**src/rtl/rob_alloc_ctrl_pkg.sv**
```systemverilog
// Shared parameters and types for the ROB slot allocator.
// Slot pointers are {wrap, row, bank}. Since the bank count is a power of two,
// a pointer is also a plain binary slot counter modulo 2*ROB_ROWS*DISPATCH_WIDTH.
package rob_alloc_ctrl_pkg;

    localparam int DISPATCH_WIDTH      = 2;
    localparam int ROB_ROWS            = 16;
    localparam int ROB_ADDR_WIDTH      = $clog2(ROB_ROWS);
    localparam int DISPATCH_ADDR_WIDTH = $clog2(DISPATCH_WIDTH);
    localparam int MAX_BRANCHES        = 8;

    typedef struct packed {
        logic                           wrap;
        logic [ROB_ADDR_WIDTH-1:0]      row;
        logic [DISPATCH_ADDR_WIDTH-1:0] bank;
    } rob_slot_ptr_t;

    // Population count of a lane mask (callers zero-extend to 32 bits).
    function automatic int count_ones(input logic [31:0] v);
        int n;
        n = 0;
        for (int i = 0; i < 32; i++) begin
            n = n + int'(v[i]);
        end
        return n;
    endfunction

endpackage

```
**src/rtl/rob_alloc_ctrl_if.sv**
```systemverilog
// Dispatch/commit handshake between rename and the ROB slot allocator.
// master: rename/dispatch + commit side; slave: the allocator.
interface rob_alloc_ctrl_if
    import rob_alloc_ctrl_pkg::*;
#(
    parameter int DISPATCH_WIDTH = rob_alloc_ctrl_pkg::DISPATCH_WIDTH,
    parameter int ROB_ROWS       = rob_alloc_ctrl_pkg::ROB_ROWS,
    parameter int MAX_BRANCHES   = rob_alloc_ctrl_pkg::MAX_BRANCHES
) ();

    localparam int RA = $clog2(ROB_ROWS);
    localparam int BA = $clog2(DISPATCH_WIDTH);
    localparam int CW = BA + 1;
    localparam int FW = $clog2(ROB_ROWS * DISPATCH_WIDTH) + 1;
    localparam int BW = $clog2(MAX_BRANCHES) + 1;

    logic [DISPATCH_WIDTH-1:0]         disp_en;
    logic [DISPATCH_WIDTH-1:0]         disp_is_branch;
    logic [DISPATCH_WIDTH-1:0][RA-1:0] alloc_rob_addr;
    logic [DISPATCH_WIDTH-1:0][BA-1:0] alloc_bank_addr;
    logic                              full;
    logic                              empty;
    logic [CW-1:0]                     commit_cnt;
    logic [CW-1:0]                     commit_br_cnt;
    logic                              flush;
    logic [RA-1:0]                     head_row;
    logic [BA-1:0]                     head_bank;
    logic [FW-1:0]                     free_slots;
    logic [BW-1:0]                     br_inflight;

    modport master (
        output disp_en, disp_is_branch, commit_cnt, commit_br_cnt, flush,
        input  alloc_rob_addr, alloc_bank_addr, full, empty,
               head_row, head_bank, free_slots, br_inflight
    );

    modport slave (
        input  disp_en, disp_is_branch, commit_cnt, commit_br_cnt, flush,
        output alloc_rob_addr, alloc_bank_addr, full, empty,
               head_row, head_bank, free_slots, br_inflight
    );

endinterface

```
**src/rtl/rob_alloc_ctrl_chk.sv**
```systemverilog
// Protocol checker for the ROB slot allocator: commit legality and,
// with ROB_BRANCH_LIMIT_EN, branch-retire legality.
module rob_alloc_ctrl_chk #(
    parameter int LANES = 2,
    parameter int SW    = 6,
    parameter int CW    = 2,
    parameter int BW    = 4
) (
    input logic          clk,
    input logic          rst_n,
    input logic          flush,
    input logic [CW-1:0] commit_cnt,
    input logic [CW-1:0] commit_br_cnt,
    input logic [SW-1:0] occ,
    input logic [BW-1:0] br_inflight
);

    a_commit_le_occ: assert property (@(posedge clk) disable iff (!rst_n)
        !flush |-> (int'(commit_cnt) <= int'(occ)))
        else $error("commit_cnt exceeds occupancy");

    a_commit_le_lanes: assert property (@(posedge clk) disable iff (!rst_n)
        int'(commit_cnt) <= LANES)
        else $error("commit_cnt exceeds dispatch width");

    a_br_le_commit: assert property (@(posedge clk) disable iff (!rst_n)
        int'(commit_br_cnt) <= int'(commit_cnt))
        else $error("commit_br_cnt exceeds commit_cnt");

`ifdef ROB_BRANCH_LIMIT_EN
    a_br_le_inflight: assert property (@(posedge clk) disable iff (!rst_n)
        !flush |-> (int'(commit_br_cnt) <= int'(br_inflight)))
        else $error("commit_br_cnt exceeds branches in flight");
`else
    logic unused_s;
    assign unused_s = ^br_inflight;
`endif

endmodule

```
**src/rtl/rob_lane_compactor.sv**
```systemverilog
// Packed-slot helper: for each lane, the number of enabled lanes below it
// (its slot offset from tail), plus the total number of enabled lanes.
module rob_lane_compactor #(
    parameter int LANES = 2,
    parameter int CW    = 2
) (
    input  logic [LANES-1:0]         disp_en,
    output logic [LANES-1:0][CW-1:0] lane_off,
    output logic [CW-1:0]            total
);

    logic [CW-1:0] acc_s;

    // Exclusive prefix popcount over the lane enables, lowest lane first.
    always_comb begin
        acc_s    = '0;
        lane_off = '0;
        for (int i = 0; i < LANES; i++) begin
            lane_off[i] = acc_s;
            acc_s       = acc_s + CW'(disp_en[i]);
        end
        total = acc_s;
    end

endmodule

```
**src/rtl/rob_alloc_ctrl.sv**
```systemverilog
// ROB slot allocator: hands out up to DISPATCH_WIDTH slots per cycle in
// program order, tracks head/tail, retires commits and handles flush.
// COMPACT=0: lane i -> bank i, one row per dispatching cycle (holes occupied).
// COMPACT=1: enabled lanes packed into consecutive slots from tail.
// Optional macro ROB_BRANCH_LIMIT_EN adds the in-flight branch counter and
// the branch-based stall.
module rob_alloc_ctrl
    import rob_alloc_ctrl_pkg::*;
#(
    parameter int DISPATCH_WIDTH = rob_alloc_ctrl_pkg::DISPATCH_WIDTH,
    parameter int ROB_ROWS       = rob_alloc_ctrl_pkg::ROB_ROWS,
    parameter bit COMPACT        = 1'b0,
    parameter int MAX_BRANCHES   = rob_alloc_ctrl_pkg::MAX_BRANCHES
) (
    input logic             clk,
    input logic             rst_n,
    rob_alloc_ctrl_if.slave bus
);

    localparam int W  = DISPATCH_WIDTH;
    localparam int RA = $clog2(ROB_ROWS);
    localparam int BA = $clog2(W);
    localparam int SW = RA + BA + 1;
    localparam int CW = BA + 1;
    localparam int BW = $clog2(MAX_BRANCHES) + 1;
    localparam logic [SW-1:0] TOTAL = SW'(ROB_ROWS * W);

    typedef struct packed {
        logic          wrap;
        logic [RA-1:0] row;
        logic [BA-1:0] bank;
    } slot_ptr_t;

    slot_ptr_t               head_r, tail_r;
    slot_ptr_t               head_next_s, tail_next_s;
    logic [SW-1:0]           head_idx_s, tail_idx_s, occ_s, free_s;
    logic [W-1:0][CW-1:0]    lane_off_s;
    logic [CW-1:0]           alloc_cnt_s;
    logic [W-1:0][SW-2:0]    slot_s;
    logic                    full_s, empty_s, br_full_s;

    // Occupancy uses the wrap bit: equal row/bank with opposite wrap is full.
    assign head_idx_s = head_r;
    assign tail_idx_s = tail_r;
    assign occ_s      = tail_idx_s - head_idx_s;
    assign free_s     = TOTAL - occ_s;
    assign empty_s    = (occ_s == '0);
    // A row dispatch needs W free slots; so does a packed dispatch of up to W.
    assign full_s     = (free_s < SW'(W)) | br_full_s;

    generate
        if (COMPACT) begin : g_packed
            logic [W-1:0][CW-1:0] prefix_s;
            logic [CW-1:0]        total_s;

            rob_lane_compactor #(.LANES(W), .CW(CW)) u_compactor (
                .disp_en  (bus.disp_en),
                .lane_off (prefix_s),
                .total    (total_s)
            );

            // Packed offsets; an idle cycle shows the next W slots in order.
            always_comb begin
                lane_off_s  = prefix_s;
                alloc_cnt_s = total_s;
                if (bus.disp_en == '0) begin
                    for (int i = 0; i < W; i++) begin
                        lane_off_s[i] = CW'(i);
                    end
                end else begin
                    lane_off_s = prefix_s;
                end
            end
        end else begin : g_row
            // Row mode: tail sits on bank 0, so lane i lands on bank i.
            always_comb begin
                lane_off_s = '0;
                for (int i = 0; i < W; i++) begin
                    lane_off_s[i] = CW'(i);
                end
                if (|bus.disp_en) begin
                    alloc_cnt_s = CW'(W);
                end else begin
                    alloc_cnt_s = '0;
                end
            end
        end
    endgenerate

    // Per-lane slot address = tail + offset, modulo the ROB size.
    always_comb begin
        slot_s = '0;
        for (int i = 0; i < W; i++) begin
            slot_s[i]              = tail_idx_s[SW-2:0] + (SW-1)'(lane_off_s[i]);
            bus.alloc_rob_addr[i]  = slot_s[i][SW-2:BA];
            bus.alloc_bank_addr[i] = slot_s[i][BA-1:0];
        end
    end

    // Next head/tail: flush wins; over-commit clamps head to tail.
    always_comb begin
        head_next_s = head_r;
        tail_next_s = tail_r;
        if (bus.flush) begin
            head_next_s = tail_r;
        end else begin
            if (SW'(bus.commit_cnt) > occ_s) begin
                head_next_s = tail_r;
            end else begin
                head_next_s = slot_ptr_t'(head_idx_s + SW'(bus.commit_cnt));
            end
            if (!full_s) begin
                tail_next_s = slot_ptr_t'(tail_idx_s + SW'(alloc_cnt_s));
            end else begin
                tail_next_s = tail_r;
            end
        end
    end

    // Head and tail pointer registers.
    always_ff @(posedge clk or negedge rst_n) begin
        if (!rst_n) begin
            head_r <= '0;
            tail_r <= '0;
        end else begin
            head_r <= head_next_s;
            tail_r <= tail_next_s;
        end
    end

`ifdef ROB_BRANCH_LIMIT_EN
    logic [BW-1:0] br_r, br_next_s;
    int            br_calc_s;

    assign br_full_s = (int'(br_r) + W) > MAX_BRANCHES;

    // Branch count: add accepted branches, subtract retired ones, floor at 0.
    always_comb begin
        br_calc_s = int'(br_r);
        if (bus.flush) begin
            br_calc_s = 0;
        end else begin
            if (!full_s) begin
                br_calc_s = br_calc_s + count_ones(32'(bus.disp_en & bus.disp_is_branch));
            end else begin
                br_calc_s = int'(br_r);
            end
            br_calc_s = br_calc_s - int'(bus.commit_br_cnt);
            if (br_calc_s < 0) begin
                br_calc_s = 0;
            end else begin
                br_calc_s = br_calc_s;
            end
        end
        br_next_s = BW'(br_calc_s);
    end

    // In-flight branch counter register.
    always_ff @(posedge clk or negedge rst_n) begin
        if (!rst_n) begin
            br_r <= '0;
        end else begin
            br_r <= br_next_s;
        end
    end

    assign bus.br_inflight = br_r;
`else
    logic unused_s;
    assign unused_s        = ^bus.disp_is_branch;
    assign br_full_s       = 1'b0;
    assign bus.br_inflight = '0;
`endif

    assign bus.full       = full_s;
    assign bus.empty      = empty_s;
    assign bus.free_slots = free_s;
    assign bus.head_row   = head_r.row;
    assign bus.head_bank  = head_r.bank;

    rob_alloc_ctrl_chk #(.LANES(W), .SW(SW), .CW(CW), .BW(BW)) u_chk (
        .clk           (clk),
        .rst_n         (rst_n),
        .flush         (bus.flush),
        .commit_cnt    (bus.commit_cnt),
        .commit_br_cnt (bus.commit_br_cnt),
        .occ           (occ_s),
        .br_inflight   (bus.br_inflight)
    );

endmodule

```
**src/flat_wrapper.sv**
```systemverilog
// flat-port wrapper written by rule: the top's interface ports become plain ports
module rob_alloc_ctrl_flat import rob_alloc_ctrl_pkg::*;
#(
    parameter int DISPATCH_WIDTH = rob_alloc_ctrl_pkg::DISPATCH_WIDTH,
    parameter int ROB_ROWS       = rob_alloc_ctrl_pkg::ROB_ROWS,
    parameter bit COMPACT        = 1'b0,
    parameter int MAX_BRANCHES   = rob_alloc_ctrl_pkg::MAX_BRANCHES
)
  (clk, rst_n, bus_disp_en, bus_disp_is_branch, bus_commit_cnt, bus_commit_br_cnt, bus_flush, bus_alloc_rob_addr, bus_alloc_bank_addr, bus_full, bus_empty, bus_head_row, bus_head_bank, bus_free_slots, bus_br_inflight);
  rob_alloc_ctrl_if #(.DISPATCH_WIDTH(DISPATCH_WIDTH), .ROB_ROWS(ROB_ROWS), .MAX_BRANCHES(MAX_BRANCHES)) bus_i ();
  input logic clk;
  input logic rst_n;
  input wire logic [$bits(bus_i.disp_en)-1:0] bus_disp_en;
  input wire logic [$bits(bus_i.disp_is_branch)-1:0] bus_disp_is_branch;
  input wire logic [$bits(bus_i.commit_cnt)-1:0] bus_commit_cnt;
  input wire logic [$bits(bus_i.commit_br_cnt)-1:0] bus_commit_br_cnt;
  input wire logic [$bits(bus_i.flush)-1:0] bus_flush;
  output wire logic [$bits(bus_i.alloc_rob_addr)-1:0] bus_alloc_rob_addr;
  output wire logic [$bits(bus_i.alloc_bank_addr)-1:0] bus_alloc_bank_addr;
  output wire logic [$bits(bus_i.full)-1:0] bus_full;
  output wire logic [$bits(bus_i.empty)-1:0] bus_empty;
  output wire logic [$bits(bus_i.head_row)-1:0] bus_head_row;
  output wire logic [$bits(bus_i.head_bank)-1:0] bus_head_bank;
  output wire logic [$bits(bus_i.free_slots)-1:0] bus_free_slots;
  output wire logic [$bits(bus_i.br_inflight)-1:0] bus_br_inflight;
  assign bus_i.disp_en = bus_disp_en;
  assign bus_i.disp_is_branch = bus_disp_is_branch;
  assign bus_i.commit_cnt = bus_commit_cnt;
  assign bus_i.commit_br_cnt = bus_commit_br_cnt;
  assign bus_i.flush = bus_flush;
  assign bus_alloc_rob_addr = bus_i.alloc_rob_addr;
  assign bus_alloc_bank_addr = bus_i.alloc_bank_addr;
  assign bus_full = bus_i.full;
  assign bus_empty = bus_i.empty;
  assign bus_head_row = bus_i.head_row;
  assign bus_head_bank = bus_i.head_bank;
  assign bus_free_slots = bus_i.free_slots;
  assign bus_br_inflight = bus_i.br_inflight;
  rob_alloc_ctrl #(.DISPATCH_WIDTH(DISPATCH_WIDTH), .ROB_ROWS(ROB_ROWS), .COMPACT(COMPACT), .MAX_BRANCHES(MAX_BRANCHES)) u_core (.clk(clk), .rst_n(rst_n), .bus(bus_i));
endmodule
```
**config.mk**
```make
export PLATFORM = sky130hd
export DESIGN_NAME = rob_alloc_ctrl_flat
export DESIGN_NICKNAME = d
export VERILOG_FILES = /design/src/rtl/rob_alloc_ctrl_pkg.sv /design/src/rtl/rob_alloc_ctrl_if.sv /design/src/rtl/rob_alloc_ctrl_chk.sv /design/src/rtl/rob_lane_compactor.sv /design/src/rtl/rob_alloc_ctrl.sv /design/src/flat_wrapper.sv
export SDC_FILE = /design/constraint.sdc
export NUM_CORES = 1
export LEC_CHECK = 0
export BUFFER_PORTS_ARGS = -buffer_cell sky130_fd_sc_hd__clkbuf_2
export CORE_ASPECT_RATIO = 0.75
export CORE_MARGIN = 2
export CORE_UTILIZATION = 50
export DETAILED_ROUTE_END_ITERATION = 8
export PLACE_DENSITY = 0.79
export SYNTH_ARGS = -nofsm -noshare
export SYNTH_HDL_FRONTEND = slang
export SYNTH_SLANG_ARGS = --single-unit
```
**constraint.sdc**
```tcl
create_clock -name clk -period 3 [get_ports clk]
set_input_delay 0.6 -clock clk [delete_from_list [all_inputs] [get_ports clk]]
set_output_delay 0.6 -clock clk [all_outputs]
set_load 0.02 [all_outputs]
```
==> flow_summary.ini <==
[cts]
ctsRootBufferMaster = sky130_fd_sc_hd__clkbuf_4
clock_path_buffers = 2
tritoncts = yes
cts_made_buffers = 3
clock_latency_ps = 270
clkTransAtPathRegs_ps = 70
hold_buffers = 0
clock-sinks = 11
htreeDepth = 1

[logic_synthesis]
yosysTopAreaCellShare = 0.2410
post-synth-top-count-cell = sky130_fd_sc_hd__buf_4
postSynthAreaPerCell_sq_um = 9.287
synthCells = 123
yosys-top-cells-area = sky130_fd_sc_hd__dfrtp_1 24%, sky130_fd_sc_hd__buf_4 12%, sky130_fd_sc_hd__ha_1 12%
ys_dominant_reg_cell = sky130_fd_sc_hd__dfrtp_1
synth.yosys.warnings = 0
synth_common_cells = 19 x sky130_fd_sc_hd__buf_4, 12 x sky130_fd_sc_hd__inv_1, 11 x sky130_fd_sc_hd__dfrtp_1, 11 x sky130_fd_sc_hd__ha_1, 8 x sky130_fd_sc_hd__nor2_1
synthDominantAreaCellType = sky130_fd_sc_hd__dfrtp_1
synth-seq-area-share = 0.2410
ys_ff_latch = 11
ys_types = 38
synth_area_sq_um = 1142
async_flop_share = 1.000
number_of_synthesized_flops_with_an_enable_pin = 0

[sta]
final_critical_path_setup_slack_ps = -185.2
timing_hold_violations_final = 0
clock-skew-final_ps = 0.6440
timing_max_transition_violations_final = 0
timing.fmax_ghz = 0.3139
min_period_ps = 3185
final_worst_path_period_share = 1.062
report.final.setup_viol = 2
rsz0062_at_grt = yes

[critical_path]
worst-path-buf-inv = 2
setup.worst_path.end_class = output pin
slowest_stage = sky130_fd_sc_hd__or4_1
cp_num_cells = 9
reg2reg_depth = 10
r2r-start = u_core.tail_idx_s[1]
timing.critical_path.from_type = flop
rr_endpoint = u_core.tail_idx_s[1]
worst_path_dominant_cell_family = simple AND/OR/NAND/NOR gates
cpPeakStageDelay_ps = 480
setup.reg_to_reg.worst_slack_ps = 220
timing_worst_setup_path_type = reg -> out
critical_path.cell_chain = inv_2, fa_2, nand2b_4, a21oi_4, xor2_2, or4_1, a31o_1, nor2_2, clkbuf_8
crit_path_max_fanout = 4
critical_path_arrival_ps = 2590
worstPathRequired_ps = 2400

[die]
fp.dieH_microns = 45.40
floorplan.core_area_sq_um = 2085
dieArea_sq_um = 2687
core.rowCount = 14
pin_count = 38
start_util = 0.5480
fp.dieW_microns = 59.19

[final_layout]
insertedDiodeCount = 0
nFillCells = 162
fin_util = 0.7125
fin_nets = 182
drive_gt1_frac = 0.5032
area_delta_synth_final_pct = 30.01
register_area_sq_um = 276.5
multi_input_area_sq_um = 822.0

[detailed_routing]
post_drt_wl_per_cell_microns = 15.59
viasPerCell = 5.331
dr_total_vias = 965
drt_antenna_net_count = 0
detailedRoute.firstPassIterationCount = 4
route.final.wire_length_microns = 2821
drc_errors = 0
detailedRoute.firstIterationViolations = 53

[run]
max_cap_viol_count = 0

[placement]
hpwlAfterDp_microns = 1863
globalplace.congestion = 0.8469
io_buffers = 27

[global_routing]
first_pass_grt_wire_length_microns = 3933
first_global_vias = 835
globalRouteOverflowTotal = 0
pin_count_of_the_biggest_net_entering_global_routing = 12
global_route.usage.total = 0.2017
antenna_found_initial = 0

[outcome]
violations = negative setup slack
outcome = complete, but fails checks

[worst_hold_path]
hold_path_class = in -> async
## how the worst max path moves through the flow
| stage | from | endpoint | slack (ps) |
|---|---|---|---|
| 2_1_floorplan | u_core.bus.head_bank | bus_full | 40 |
| 3_3_place_gp | u_core.bus.head_row[0] | bus_full | 160 |
| 3_5_place_dp | u_core.bus.head_row[0] | bus_full | 120 |
| 4_1_cts | u_core.bus.head_bank | bus_full | -60 |
| 5_1_grt | u_core.tail_idx_s[1] | bus_full | -250 |
| 6_report | u_core.tail_idx_s[1] | bus_full | -190 |
## flip-flops by register name (all words and copies together) (netlist names)
register,cells
u_core.bus.head_bank,1
u_core.tail_idx_s,5
u_core.head_idx_s,1
u_core.bus.head_row,4
## logic make-up (layout without fill, tap and decap cells)
group,after synthesis,after routing,synth area share
AND/OR/NAND/NOR,30,30,0.1413
flip-flops,11,11,0.2410
adder cells (fa/ha/maj),13,13,0.1555
other,2,6,0.006574
multiplexers,7,7,0.06790
buffers and inverters,31,61,0.1643
XOR/XNOR,14,14,0.1205
AO/OA/AOI/OAI,15,15,0.1030
## placed cells by master (no fill, tap or decap), types with 2 or more instances in the layout
master                     Yosys  routed
sky130_fd_sc_hd__dfrtp_1      11      10
sky130_fd_sc_hd__xor2_1        5       3
sky130_fd_sc_hd__and2_1        2       2
sky130_fd_sc_hd__nor2_2        0       3
sky130_fd_sc_hd__conb_1        2       6
sky130_fd_sc_hd__a21oi_1       3       2
sky130_fd_sc_hd__xor2_2        1       2
sky130_fd_sc_hd__and4b_1       2       2
sky130_fd_sc_hd__clkbuf_2      0      24
sky130_fd_sc_hd__nor2_1        8       5
sky130_fd_sc_hd__o21ai_1       3       4
sky130_fd_sc_hd__nand2_1       4       3
sky130_fd_sc_hd__mux2_2        4       4
sky130_fd_sc_hd__inv_2         0       3
sky130_fd_sc_hd__buf_4        19      19
sky130_fd_sc_hd__inv_1        12       9
sky130_fd_sc_hd__a21oi_4       0       2
sky130_fd_sc_hd__nand3_1       3       3
sky130_fd_sc_hd__mux2_1        2       2
sky130_fd_sc_hd__ha_1         11       7
sky130_fd_sc_hd__nor2b_1       2       2
sky130_fd_sc_hd__ha_4          0       3
sky130_fd_sc_hd__xnor2_1       7       7
sky130_fd_sc_hd__clkbuf_4      0       4
## final cells by class
cell class | count | share of cell area
clock inverter | 1 | 0.003370
clock buffer | 3 | 0.01516
tap | 24 | 0.02022
multi-input combinational | 85 | 0.5535
timing repair buffer | 45 | 0.1912
inverter | 12 | 0.03033
sequential | 11 | 0.1862
## routing by layer
metal	global-route usage	vias to the layer above	wire length (microns)
met2	0.3538	28	1452
met3	0.05114	4	97
li1	-	459	-
met5	0	-	0
met1	0.2500	474	1248
met4	0.05000	0	23
## timing repair
item	4_1_cts	5_1_grt
buffers inserted	3	8
pin swaps	7	7
cloned	0	0
endpoints found under the setup margin	3	3
resized for setup	17	12
## per-stage QoR
step	TNS, ps	area (sq um)	worst slack [ps]	cells	hold slack [ps]
finish	-219.0	1485	-185.2	181	190.7
global route	-473.0	1485	-253.0	181	193.3
CTS	-61.65	1373	-61.65	173	194.0
detailed placement	0	1235	119.4	166	493.2
global placement	0	1235	160.9	166	489.9
floorplan	0	1160	40.59	127	304.4
Power is not shown: default switching activity piles up to over one toggle a cycle in this logic, so the estimate is an artifact.
